$ cat src/rtl/dmem_pkg.sv
// Shared types and constants for the data-memory arbiter.
package dmem_pkg;

  // Arbiter FSM: IDLE arbitrates, ACC performs the single memory access.
  typedef enum logic {
    IDLE = 1'b0,
    ACC  = 1'b1
  } state_e;

  localparam int WORD_W = 32;
  localparam int STAT_W = 16;

  // Owner encoding, also the index of the winning request bit.
  localparam logic PORT_CPU = 1'b0;
  localparam logic PORT_DBG = 1'b1;

endpackage

$ cat src/rtl/rr_pick2.sv
// Combinational two-way round-robin picker.
// A lone request always wins; on a tie the port equal to prio wins.
module rr_pick2 (
  input  logic [1:0] req,
  input  logic       prio,
  output logic       valid,
  output logic       winner
);

  // Pick the winner from the request pair and the priority pointer.
  always_comb begin
    valid  = |req;
    winner = 1'b0;
    if (req == 2'b11) begin
      winner = prio;
    end else begin
      winner = req[1];
    end
  end

endmodule

$ cat src/rtl/dmem_arbiter.sv
// Two-port round-robin arbiter in front of a single-port word data memory.
// Port 0 is the CPU load/store path, port 1 the loader/debug master.
// Each grant latches the transaction, performs one access in ACC, then
// returns to IDLE, so one access completes every two cycles.
//
// Handshake: a requester raises mN_req with we/addr/wdata stable and keeps
// them stable until mN_ack; mN_ack is a one-cycle pulse with mN_rdata and
// mN_err valid in that same cycle. Holding req after ack issues a new
// transaction that is arbitrated in the following IDLE cycle.
//
// Optional build macro DMEM_ARB_STATS_EN adds saturating grant and
// conflict counters (gnt0_cnt, gnt1_cnt, conflict_cnt).
module dmem_arbiter
  import dmem_pkg::*;
#(
  parameter int DEPTH = 256
) (
  input  logic        clk,
  input  logic        rst_n,
  input  logic        m0_req,
  input  logic        m0_we,
  input  logic [31:0] m0_addr,
  input  logic [31:0] m0_wdata,
  output logic        m0_ack,
  output logic [31:0] m0_rdata,
  output logic        m0_err,
  input  logic        m1_req,
  input  logic        m1_we,
  input  logic [31:0] m1_addr,
  input  logic [31:0] m1_wdata,
  output logic        m1_ack,
  output logic [31:0] m1_rdata,
  output logic        m1_err,
  output logic        mem_w_en,
  output logic [31:0] mem_addr,
  output logic [31:0] mem_wdata,
  input  logic [31:0] mem_rdata,
`ifdef DMEM_ARB_STATS_EN
  output logic [15:0] gnt0_cnt,
  output logic [15:0] gnt1_cnt,
  output logic [15:0] conflict_cnt,
`endif
  output logic        dbg_state,
  output logic        dbg_prio
);

  localparam int AW = $clog2(DEPTH);

  state_e            state_q;
  state_e            state_d;
  logic              prio_q;
  logic              own_q;
  logic              we_q;
  logic [WORD_W-1:0] addr_q;
  logic [WORD_W-1:0] wdata_q;
  logic              pick_valid;
  logic              pick_winner;
  logic              grant;
  logic              err;
  logic              live_acc;

  rr_pick2 u_pick (
    .req    ({m1_req, m0_req}),
    .prio   (prio_q),
    .valid  (pick_valid),
    .winner (pick_winner)
  );

  assign grant = (state_q == IDLE) && pick_valid;

  // Misaligned or beyond the memory's word range.
  assign err = (addr_q[1:0] != 2'b00) || (addr_q[31:AW+2] != '0);

  // An ACC cycle only takes effect while reset is released.
  assign live_acc = (state_q == ACC) && rst_n;

  assign mem_addr  = {addr_q[31:2], 2'b00};
  assign mem_wdata = wdata_q;
  assign dbg_state = state_q;
  assign dbg_prio  = prio_q;

  // FSM state register.
  always_ff @(posedge clk) begin
    if (!rst_n) begin
      state_q <= IDLE;
    end else begin
      state_q <= state_d;
    end
  end

  // Latch the winning transaction and hand priority to the other port.
  always_ff @(posedge clk) begin
    if (!rst_n) begin
      prio_q  <= PORT_CPU;
      own_q   <= PORT_CPU;
      we_q    <= 1'b0;
      addr_q  <= '0;
      wdata_q <= '0;
    end else if (grant) begin
      own_q   <= pick_winner;
      we_q    <= pick_winner ? m1_we    : m0_we;
      addr_q  <= pick_winner ? m1_addr  : m0_addr;
      wdata_q <= pick_winner ? m1_wdata : m0_wdata;
      prio_q  <= ~pick_winner;
    end
  end

  // Next state plus the per-port completion and memory strobe.
  always_comb begin
    state_d  = state_q;
    m0_ack   = 1'b0;
    m0_rdata = '0;
    m0_err   = 1'b0;
    m1_ack   = 1'b0;
    m1_rdata = '0;
    m1_err   = 1'b0;
    mem_w_en = 1'b0;
    case (state_q)
      IDLE: begin
        if (pick_valid) begin
          state_d = ACC;
        end
      end
      ACC: begin
        state_d = IDLE;
        if (live_acc) begin
          mem_w_en = we_q && !err;
          if (own_q == PORT_CPU) begin
            m0_ack   = 1'b1;
            m0_err   = err;
            m0_rdata = err ? '0 : mem_rdata;
          end else begin
            m1_ack   = 1'b1;
            m1_err   = err;
            m1_rdata = err ? '0 : mem_rdata;
          end
        end
      end
      default: state_d = IDLE;
    endcase
  end

`ifdef DMEM_ARB_STATS_EN
  logic [STAT_W-1:0] gnt0_q;
  logic [STAT_W-1:0] gnt1_q;
  logic [STAT_W-1:0] conflict_q;

  // Saturating counters of grants per port and of contended IDLE cycles.
  always_ff @(posedge clk) begin
    if (!rst_n) begin
      gnt0_q     <= '0;
      gnt1_q     <= '0;
      conflict_q <= '0;
    end else begin
      if ((state_q == ACC) && (own_q == PORT_CPU) && (gnt0_q != '1)) begin
        gnt0_q <= gnt0_q + STAT_W'(1);
      end
      if ((state_q == ACC) && (own_q == PORT_DBG) && (gnt1_q != '1)) begin
        gnt1_q <= gnt1_q + STAT_W'(1);
      end
      if ((state_q == IDLE) && m0_req && m1_req && (conflict_q != '1)) begin
        conflict_q <= conflict_q + STAT_W'(1);
      end
    end
  end

  assign gnt0_cnt     = gnt0_q;
  assign gnt1_cnt     = gnt1_q;
  assign conflict_cnt = conflict_q;
`endif

endmodule

$ cat config.mk
export PLATFORM = sky130hd
export DESIGN_NAME = dmem_arbiter
export DESIGN_NICKNAME = d
export VERILOG_FILES = /design/src/rtl/dmem_pkg.sv /design/src/rtl/rr_pick2.sv /design/src/rtl/dmem_arbiter.sv
export SDC_FILE = /design/constraint.sdc
export NUM_CORES = 1
export LEC_CHECK = 0
export CORE_MARGIN = 2
export CORE_UTILIZATION = 31
export DETAILED_ROUTE_END_ITERATION = 6
export GPL_TIMING_DRIVEN = 0
export HOLD_SLACK_MARGIN = 0.02
export PLACE_DENSITY = 0.77
export SLEW_MARGIN = 20
export SYNTH_ARGS = -nofsm -noshare
export SYNTH_HDL_FRONTEND = slang
export SYNTH_SLANG_ARGS = --single-unit
$ cat constraint.sdc
create_clock -name clk -period 1.3 [get_ports clk]
set_input_delay 0.195 -clock clk [delete_from_list [all_inputs] [get_ports clk]]
set_output_delay 0.195 -clock clk [all_outputs]
set_load 0.1 [all_outputs]
# Word level (Yosys, flattened, before mapping)
# Cells that the tools add are included.
# op_classes
n_bitwise,2
n_reduce_logical,8
n_eq_ne,1
mux,27
# ops
operator,n
32-bit 2-to-1 mux,9
22-bit nonzero test,1
1-bit 2-to-1 mux,17
1-bit logical AND,3
2-bit equality test (second input constant),1
1-bit inverter,2
1-bit one-hot mux with 2 select lines,1
2-bit nonzero test,1
2-bit OR reduction,1
1-bit zero test,1
1-bit logical OR,1
# word_totals
input_bits,166
word_cells,44
reg_bits,68
output_inout_bits,135

# Longest topological paths before layout
# Gate-level depths: netlist (run 1).
# logic_depth
word_depth,6
ltp_mapped,6
mapped_depth_nobuf,3

# By module
# A second synthesis (run 1) with hierarchy kept.
# hier_totals
hier_cells,503
area_unflattened_um2,4271.6
# by_module_without_submodules
module,cells_each,area_each_um2,n_inst,seq_area_each_um2
dmem_arbiter,500,4254.1,1,1361.3
rr_pick2,3,17.5,1,0.0

# Least setup slack after synthesis (run 1)
# OpenSTA, ideal clock, no wires.
# synth_path
kind,register to output
start,register state_q (netlist: dbg_state)
end,output port m1_rdata[23]
t_required_ns,1.105
slack_ns,-3.492
path_buffers,2
arrival_time_ns,4.597
path_stages_with_launch,6
path_cell_list,dfxtp_1 -> and3_1 -> buf_2 -> clkbuf_1 -> nand2_1 -> nor3_1
# synth_between
elab_chain_len,3
# synth_rtl
item,line_no,text
start: declaration,dmem_arbiter.sv:49,state_e state_q;
start signal: assignment,dmem_arbiter.sv:87,state_q <= state_d;
1-bit logical AND,dmem_arbiter.sv:75,assign live_acc = (state_q == ACC) && rst_n;
32-bit 2-to-1 mux,dmem_arbiter.sv:126,if (live_acc) begin
32-bit 2-to-1 mux *,dmem_arbiter.sv:118,case (state_q)
end: declaration,dmem_arbiter.sv:32,"output logic [31:0] m1_rdata,"
# Mark *: on every way between the ends. The rest lies on a longest branch, timed or not.

# Final worst setup path (run 1)
# layout_path
start,register addr_q[1]
end,output port m1_rdata[12]
# layout_between
elab_chain_len,6
# layout_rtl
item,line_no,text
start: declaration,dmem_arbiter.sv:54,logic [WORD_W-1:0] addr_q;
start signal: assignment,dmem_arbiter.sv:102,addr_q <= pick_winner ? m1_addr : m0_addr;
2-bit nonzero test,dmem_arbiter.sv:72,assign err = (addr_q[1:0] != 2'b00) || (addr_q[31:AW+2] != '0);
1-bit logical OR,dmem_arbiter.sv:72,
32-bit 2-to-1 mux,dmem_arbiter.sv:135,m1_rdata = err ? '0 : mem_rdata;
32-bit 2-to-1 mux,dmem_arbiter.sv:128,if (own_q == PORT_CPU) begin
32-bit 2-to-1 mux,dmem_arbiter.sv:126,
32-bit 2-to-1 mux,dmem_arbiter.sv:118,
# No other way between the ends.

==> impl_metrics.yaml, run 1 <==
status:
  status: "finished with violations"
  violations: "setup timing"
placement:
  hpwl_um: 15200
  io_buffer_count: 297
  gp_congestion: 0.893
  place_inst: 991
synthesis:
  synth_area_per_cell_sq_um: 7.84
  yosys_warnings: 0
  synthMostInstantiatedCell: "dfxtp_1"
  ys_seq_elements: 68
  ys_async_sr_fraction_pct: 0
  yosys-top-cells-area: "dfxtp_1 33%, a32oi_1 14%, nand4_1 10%"
  yosysTopAreaCellShare_pct: 33.3
  synth-edff-count: 0
  ys.flop_type: "dfxtp_1"
  ys_types: 25
  yosys-top-cells-count: "68 x dfxtp_1, 66 x a32oi_1, 66 x nand2_1, 66 x nand4_1, 65 x a21oi_1"
  ys_seq_area_share_pct: 33.3
  synth_area_leader_cell: "dfxtp_1"
  syn_area_sq_um: 4080
  synthCells: 521
floorplan:
  die_area_sq_um: 14100
  dieWidth_um: 119
  rows: 41
  initial_core_util_pct: 32.1
  core_area_sq_um: 12700
  chipHeight_um: 119
  num_io_pins: 301
global_route:
  antenna_found_initial: 0
  grt_max_degree: 12
  grt-ovfl-total: 0
  grt_usage_pct: 29.0
  grt_pass1_vias: 5828
  grt_pass1_wl_um: 32600
critical_path:
  r2r_start: "dbg_state"
  cpMostUsedCell: "buf_12"
  critical_path_class: "reg2out"
  crit_chain: "nor4_4 > nand4_1 > buf_6 > buf_4 > buf_12 > nor3_4 > buf_12"
  timing.critical_path.to: "m1_rdata[12]"
  startpoint: "addr_q[1]"
  crit_path_max_fanout: 5
  r2r_end: "mem_wdata[27]"
  cp-end-kind: "output pin"
  r2r_cells: 6
  startpoint_type: "flop"
  slowest_stage: "nor4_4"
  worst-path-stages: 7
  crit_buf_inv: 4
  rrSetupSlack_ps: -120
  required_ps: 1110
  critical_path.top_delay_family: "simple AND/OR/NAND/NOR gates"
  cp.arrival_ps: 2070
  slowest_delay_ps: 340
power_and_ir_drop:
  cellInternalPower_mw: 5.50
  peakVddDrop_mv: 0.899
  power_switching_mw: 3.82
  power.total_mw: 9.32
  p_sw_share_pct: 41.0
  p_comb_share_pct: 48.4
  seqPwrFrac_pct: 25.9
  p_leak_nw: 4.40
  clock_power_share_pct: 25.7
  powerDensity_nw_per_um2: 905
worst_hold_path:
  min_path_type: "in2reg"
  holdPathStages: 3
sta:
  fin_ws_ps: -967
  setup_viol: 135
  max_clock_freq_ghz: 0.441
  period_needed_ps: 2270
  period_share_pct: 174
  hold_viol_final: 0
  drv_slew: 0
  rsz0062_at_grt: "true"
  finalClockSkew_ps: 4.98
routing:
  post_drt_wl_per_cell_um: 22.0
  first_pass_iters: 5
  vias_per_cell: 5.67
  vias: 5960
  final_antenna_net_count: 0
  wl_um: 23200
  drtIter0Drc: 435
  drc: 0
clock_network:
  clockBufferDepth: 2
  cts_tree: "yes"
  clkLatencyLatePin_ps: 340
  postCtsHoldBufs: 0
  root_buffer: "clkbuf_16"
  cts.sinks: 68
  htreeDepth: 3
  clk_pin_slew_ps: 50
  numCtsBuffers: 9
layout:
  multi_input_area_sq_um: 3120
  finish.utilization_pct: 81.0
  syn2layout_area_growth_pct: 152
  drive_above_1_share_pct: 47.0
  nFillCells: 751
  final_nets: 1041
  diodes: 0
  regArea_sq_um: 1380
  finalNonFillerCells: 1052
run:
  drv_cap: 0
-- sequential cells by signal, summed over array words and instances (netlist names) --
| register | flops |
|---|---|
| addr_q | 32 |
| mem_wdata | 32 |
| dbg_prio | 1 |
| dbg_state | 1 |
| own_q | 1 |
| we_q | 1 |
-- power by group through the flow --
stage	sequential [mW]	clock (mW)	combinational [mW]
2_1_floorplan	2.99	0	1.95
3_3_place_gp	2.41	0	3.63
3_5_place_dp	2.42	0	3.67
4_1_cts	2.39	2.42	3.92
5_1_grt	2.43	2.50	4.67
6_report	2.41	2.40	4.51
-- worst min-delay path, delay by kind of cell --
kind / cells / cell delay, ps
AOI/OAI and AO/OA: 1 / 50
buffers and inverters: 1 / 390
and+or+nand+nor: 1 / 80
-- metal layers --
layer / routed length, um / vias to the layer above / GRT usage, %
met5: 0 / - / 0
met4: 903 / 0 / 12.3
met3: 2060 / 59 / 8.49
met2: 12300 / 365 / 52.7
met1: 7940 / 2861 / 31.2
li1: - / 2675 / -
-- cell type report --
class	count	share of cell area, %
Clock inverter	5	0.498
Timing Repair Buffer	343	41.6
Buffer	103	9.80
Multi-Input combinational cell	348	30.3
Inverter	2	0.0972
Sequential cell	68	13.3
Tap cell	172	2.09
Clock buffer	11	2.26
-- kinds of logic after synthesis --
family	synth area share (%)
and+or+nand+nor	29.8
AOI/OAI and AO/OA	23.0
buffers and inverters	13.8
DFF	33.3
other	0.0919
-- cell usage in the layout (no fill, tap or decap), types with 3 or more instances in the layout --
| master | n |
|---|---|
| a21oi_1 | 59 |
| a21oi_2 | 6 |
| a32oi_1 | 36 |
| a32oi_2 | 30 |
| buf_12 | 71 |
| buf_16 | 7 |
| buf_4 | 91 |
| buf_6 | 38 |
| buf_8 | 21 |
| clkbuf_1 | 12 |
| clkbuf_16 | 22 |
| clkbuf_2 | 8 |
| clkbuf_4 | 14 |
| clkbuf_8 | 7 |
| clkdlybuf4s50_1 | 162 |
| clkinv_2 | 3 |
| dfxtp_1 | 61 |
| dfxtp_2 | 5 |
| nand2_1 | 59 |
| nand2_4 | 6 |
| nand4_1 | 66 |
| nor2_1 | 3 |
| nor3_4 | 65 |
| nor4_2 | 3 |
-- stage by stage --
stage          hold slack (ps)  TNS [ps]  instance area, sq um  setup slack [ps]
5_1_grt                    453    -71600                 10300             -1030
3_5_place_dp               519   -193680                  8110             -2000
6_report                   437    -63890                 10300              -967
4_1_cts                    436    -60410                  9260              -942
2_1_floorplan              366    -57540                  4920              -850
3_3_place_gp               506   -191530                  8110             -2010
-- worst min path at each step --
stage	start	endpoint	slack (ps)
floorplan	m1_addr[26]	addr_q[26]	370
global placement	dbg_prio	dbg_prio	510
detailed placement	dbg_prio	dbg_prio	520
CTS	m1_addr[27]	addr_q[27]	440
global route	m1_addr[25]	addr_q[25]	450
finish	m1_addr[27]	addr_q[27]	440
-- what timing repair did --
action / CTS / global route
setup buffers: 10 / 18
endpoints found under the hold margin: 0 / 0
cloned: 5 / 13
pin swaps: 42 / 66
setup endpoints to repair: 199 / 145
gates resized for setup: 1052 / 183
(Power assumes the default switching activity.)
==> run 2: changes to the inputs <==
--- a/config.mk
+++ b/config.mk
@@ -7,2 +7,3 @@
 export LEC_CHECK = 0
+export CAP_MARGIN = 20
 export CORE_MARGIN = 2
--- a/constraint.sdc
+++ b/constraint.sdc
@@ -3,2 +3,2 @@
 set_output_delay 0.195 -clock clk [all_outputs]
-set_load 0.1 [all_outputs]
+set_load 0.05 [all_outputs]
==> run 2 against run 1 <==
The flow still finishes with violations (setup timing). Global-route usage decreased by 2.8 points. Utilization decreased by 9.1 points. Clock skew about the same. Highest routed layer unchanged. Sequential share of layout area increased by 1.7 points. First-iteration DRC count decreased by 29%. Via count decreased by 3.7%. Sequential power about the same. Critical path depth unchanged. Fmax increased by 2.6%. Routed wire length decreased by 13%. Largest power group unchanged. Clock power about the same.
==> impl_metrics.yaml, run 2 (synthesis results as in run 1) <==
placement:
  hpwl_um: 14800
  io_buffer_count: 297
  placed_area_sq_um: 8040
  gp_congestion: 0.849
worst_hold_path:
  holdPathStages: 3
  min-delay-start: "m1_addr[20]"
  min_path_type: "in2reg"
  worstHoldEndpoint: "addr_q[20]"
sta:
  finalClockSkew_ps: 4.97
  worst_pin_slew_ps: 586
  drv_slew: 0
  period_needed_ps: 2210
  period_share_pct: 170
  fin_tns_setup_ps: -60130
  fin_ws_ps: -910
  max_clock_freq_ghz: 0.452
  hold_viol_final: 0
  rsz0062_at_grt: "true"
  max-slew-margin-rel_pct: 61.0
  setup_viol: 117
routing:
  drtIter0Drc: 310
  vias: 5739
  wl_um: 20200
  first_pass_iters: 6
  vias_per_cell: 5.53
  final_antenna_net_count: 0
  drc: 0
  post_drt_wl_per_cell_um: 19.4
global_route:
  grt_pass1_wl_um: 29700
  antenna_found_initial: 1
  grt_usage_pct: 26.2
  grt_pass1_vias: 5823
  grt_max_degree: 13
  grt-ovfl-total: 0
power_and_ir_drop:
  powerDensity_nw_per_um2: 907
  peakVddDrop_mv: 0.759
  p_leak_nw: 3.93
  power.total_mw: 8.30
floorplan:
  initial_core_util_pct: 32.1
  core_area_sq_um: 12700
  chipHeight_um: 119
  die_area_sq_um: 14100
  dieWidth_um: 119
  rows: 41
  num_io_pins: 301
critical_path:
  rrSetupSlack_ps: -100
  cp.arrival_ps: 2010
  crit_path_max_fanout: 10
  cp-end-kind: "output pin"
  required_ps: 1110
  startpoint: "addr_q[12]"
  startpoint_type: "flop"
  critical_path_class: "reg2out"
  r2r_cells: 6
  r2r_start: "dbg_state"
  r2r_end: "addr_q[12]"
clock_network:
  root_buffer: "clkbuf_16"
  clockBufferDepth: 2
  htreeDepth: 3
  cts.sinks: 68
  clkLatencyLatePin_ps: 330
  cts_tree: "yes"
  clk_pin_slew_ps: 60
  numCtsBuffers: 9
  postCtsHoldBufs: 0
layout:
  final_area_sq_um: 9150
  drive_above_1_share_pct: 45.5
  syn2layout_area_growth_pct: 124
  final_nets: 1026
  mostFrequentLayoutCells: "162 x clkdlybuf4s50_1, 87 x buf_4, 66 x nand4_1, 66 x buf_6, 65 x nor3_4"
  final_common_cell: "clkdlybuf4s50_1"
run:
  drv_cap: 0
status:
  violations: "setup timing"
  status: "finished with violations"
-- run 2: cell types whose count changed in the layout (fill, tap and decap cells not counted), moves of 4 or more --
cell	change
buf_8	-13
a32oi_1	+9
a32oi_2	-9
buf_6	+28
buf_2	+19
clkdlybuf4s15_2	+27
nand2_2	+7
clkbuf_16	-6
nand2_4	-6
clkdlybuf4s18_2	+5
buf_12	-66
buf_4	-4
-- run 2: final cells by class --
class / count / area [sq um]
clock buffers: 11 / 264
multi-input cells: 348 / 3030
clock inverters: 5 / 33.8
inverters: 2 / 7.51
plain buffers: 104 / 957
fillers: 960 / 3570
diodes: 1 / 2.50
flip-flops and latches: 68 / 1380
repair buffers: 327 / 3260
well taps: 172 / 215
-- run 2: critical path, cell delays in order (launching register included) --
cell,delay [ps]
dfxtp_2,340
nor4_2,350
nand2_1,110
buf_6,140
clkbuf_16,160
buf_6,180
nor3_4,200
buf_6,190
-- run 2: repair_timing --
action,CTS,global route
setup endpoints to repair,193,127
pin swaps,20,39
setup buffers,7,17
resized for setup,791,123
cloned,3,3
-- run 2: worst max path at each step --
stage	endpoint	cells after the start
finish	m0_rdata[29]	7
global route	m0_rdata[23]	7
CTS	m0_rdata[2]	7
detailed placement	m0_rdata[2]	6
global placement	m0_rdata[2]	6
floorplan	m0_rdata[10]	5
-- run 2: layer usage --
layer  track usage (%)  wire, um  up-vias
met1              26.8      6870     2745
li1                  -         -     2645
met4              11.2       765        0
met3              8.54      1870       54
met5                 0         0        -
met2              48.5     10600      295
-- run 2: where the power goes --
group,internal (mW),switching (mW)
sequential,2.26,0.145
clock,1.45,0.950
combinational,1.52,1.98
total,5.23,3.07
-- run 2: per-stage QoR --
stage	hold WS (ps)	setup slack (ps)	instances	utilization [%]
6_report	446	-910	1038	71.9
5_1_grt	453	-1010	1038	71.9
4_1_cts	440	-893	1017	67.6
3_5_place_dp	512	-1540	991	63.2
3_3_place_gp	501	-1520	991	63.2
2_1_floorplan	366	-493	522	-
==> run 3: changes to the inputs <==
- ABC_CLOCK_PERIOD_IN_PS: default -> 1300
- MAX_ROUTING_LAYER: default -> met4
==> run 3 against run 2 <==
The run still ends with setup timing left. Total power rose by 0.12%. Via count is 1.0% higher. Non-clock buffer count up 1. Critical path type unchanged. Largest power group unchanged. Highest routed layer unchanged.
==> impl_metrics.yaml, run 3 (synthesis results as in run 1) <==
global_route:
  grt-ovfl-total: 0
  grt_pass1_vias: 5834
  grt_usage_pct: 26.9
  antenna_found_initial: 1
  grt_max_degree: 13
  grt_pass1_wl_um: 29700
sta:
  fin_tns_setup_ps: -60700
  period_needed_ps: 2200
  finalClockSkew_ps: 5.30
  setup_viol: 118
  fin_ws_ps: -897
  hold_viol_final: 0
  period_share_pct: 169
  max_clock_freq_ghz: 0.455
  rsz0062_at_grt: "true"
  max-slew-margin-rel_pct: 60.5
  worst_pin_slew_ps: 592
  drv_slew: 0
layout:
  multi_input_area_sq_um: 3030
  drive_above_1_share_pct: 45.6
  nFillCells: 959
  final_area_sq_um: 9160
  regArea_sq_um: 1380
  final_common_cell: "clkdlybuf4s50_1"
  mostFrequentLayoutCells: "162 x clkdlybuf4s50_1, 88 x buf_4, 66 x nand4_1, 66 x buf_6, 65 x nor3_4"
  syn2layout_area_growth_pct: 124
  finalNonFillerCells: 1039
  final_nets: 1027
floorplan:
  dieWidth_um: 119
  die_area_sq_um: 14100
  chipHeight_um: 119
  rows: 41
  initial_core_util_pct: 32.1
  num_io_pins: 301
  core_area_sq_um: 12700
critical_path:
  cpMostUsedCell: "buf_6"
  slowest_delay_ps: 340
  cp.arrival_ps: 2000
  startpoint_type: "flop"
  slowest_stage: "dfxtp_2"
  cp-end-kind: "output pin"
  rrSetupSlack_ps: -110
  critical_path_class: "reg2out"
  crit_path_max_fanout: 10
  required_ps: 1110
  crit_chain: "nor4_2 > nand2_1 > buf_6 > clkbuf_16 > buf_6 > nor3_4 > buf_6"
placement:
  io_buffer_count: 297
  placed_area_sq_um: 8040
  dpl_worst_slack_ps: -1540
  hpwl_um: 14800
  place_inst: 991
  gp_congestion: 0.862
clock_network:
  numCtsBuffers: 9
  root_buffer: "clkbuf_16"
  clockBufferDepth: 2
  clkLatencyLatePin_ps: 330
  cts.sinks: 68
  cts_tree: "yes"
  clk_pin_slew_ps: 60
  htreeDepth: 3
status:
  violations: "setup timing"
  status: "finished with violations"
routing:
  wl_um: 20100
  drc: 0
  vias_per_cell: 5.58
  final_antenna_net_count: 0
  vias: 5799
  drtIter0Drc: 345
  post_drt_wl_per_cell_um: 19.4
  first_pass_iters: 6
power_and_ir_drop:
  p_leak_nw: 3.93
  peakVddDrop_mv: 0.759
  powerDensity_nw_per_um2: 908
run:
  drv_cap: 0
worst_hold_path:
  min_path_type: "in2reg"
[run 3: changes by cell type in the layout (fill, tap and decap cells not counted), sizes merged]
cell    previous run  this run
clkbuf            53        54
[run 3: where the power goes]
group          internal (mW)  switching [mW]  total (mW)
combinational           1.52            1.98        3.50
clock                   1.46           0.957        2.41
sequential              2.26           0.145        2.40
total                   5.23            3.08        8.31
[run 3: path summary, 6_finish.rpt]
kind | startpoint | endpoint | cells after the start
setup / recovery | addr_q[12] | m0_rdata[23] | 7
hold / removal | m1_wdata[24] | mem_wdata[24] | 3
setup reg to reg | dbg_state | addr_q[12] | 6
hold reg to reg | mem_wdata[0] | mem_wdata[0] | 2
[run 3: stage by stage]
step                      hold slack, ps  util, %  power [mW]
after floorplan                      366        -        4.30
after global placement               501     63.2        5.38
after detailed placement             512     63.2        5.44
after CTS                            440     67.6        8.00
after global routing                 453     72.0        8.61
final                                448     72.0        8.31
[run 3: routing by layer]
metal / vias to the layer above / global-route usage [%] / routed length [um]
met5: - / - / 0
met4: 0 / 10.9 / 802
met3: 54 / 7.09 / 1780
met2: 328 / 48.4 / 10500
met1: 2764 / 27.7 / 7050
li1: 2653 / - / -
[run 3: cell type report]
class / count / share of cell area, %
flip-flops and latches: 68 / 15.1
repair buffers: 328 / 35.7
clock buffers: 11 / 2.88
plain buffers: 104 / 10.5
multi-input cells: 348 / 33.1
inverters: 2 / 0.0820
well taps: 172 / 2.35
diodes: 1 / 0.0273
clock inverters: 5 / 0.369
[run 3: what timing repair did]
| item | CTS | global route |
|---|---|---|
| gates resized for setup | 791 | 122 |
| gates cloned | 3 | 3 |
| hold buffers | 0 | 0 |
| buffers inserted | 7 | 18 |
| setup endpoints to repair | 193 | 127 |
| pin swaps | 20 | 40 |
[run 3: worst max-delay path, delay by kind of cell (launching register included)]
family,cells,cell delay [ps]
buf+inv,4,670
flops,1,340
simple gates,3,650
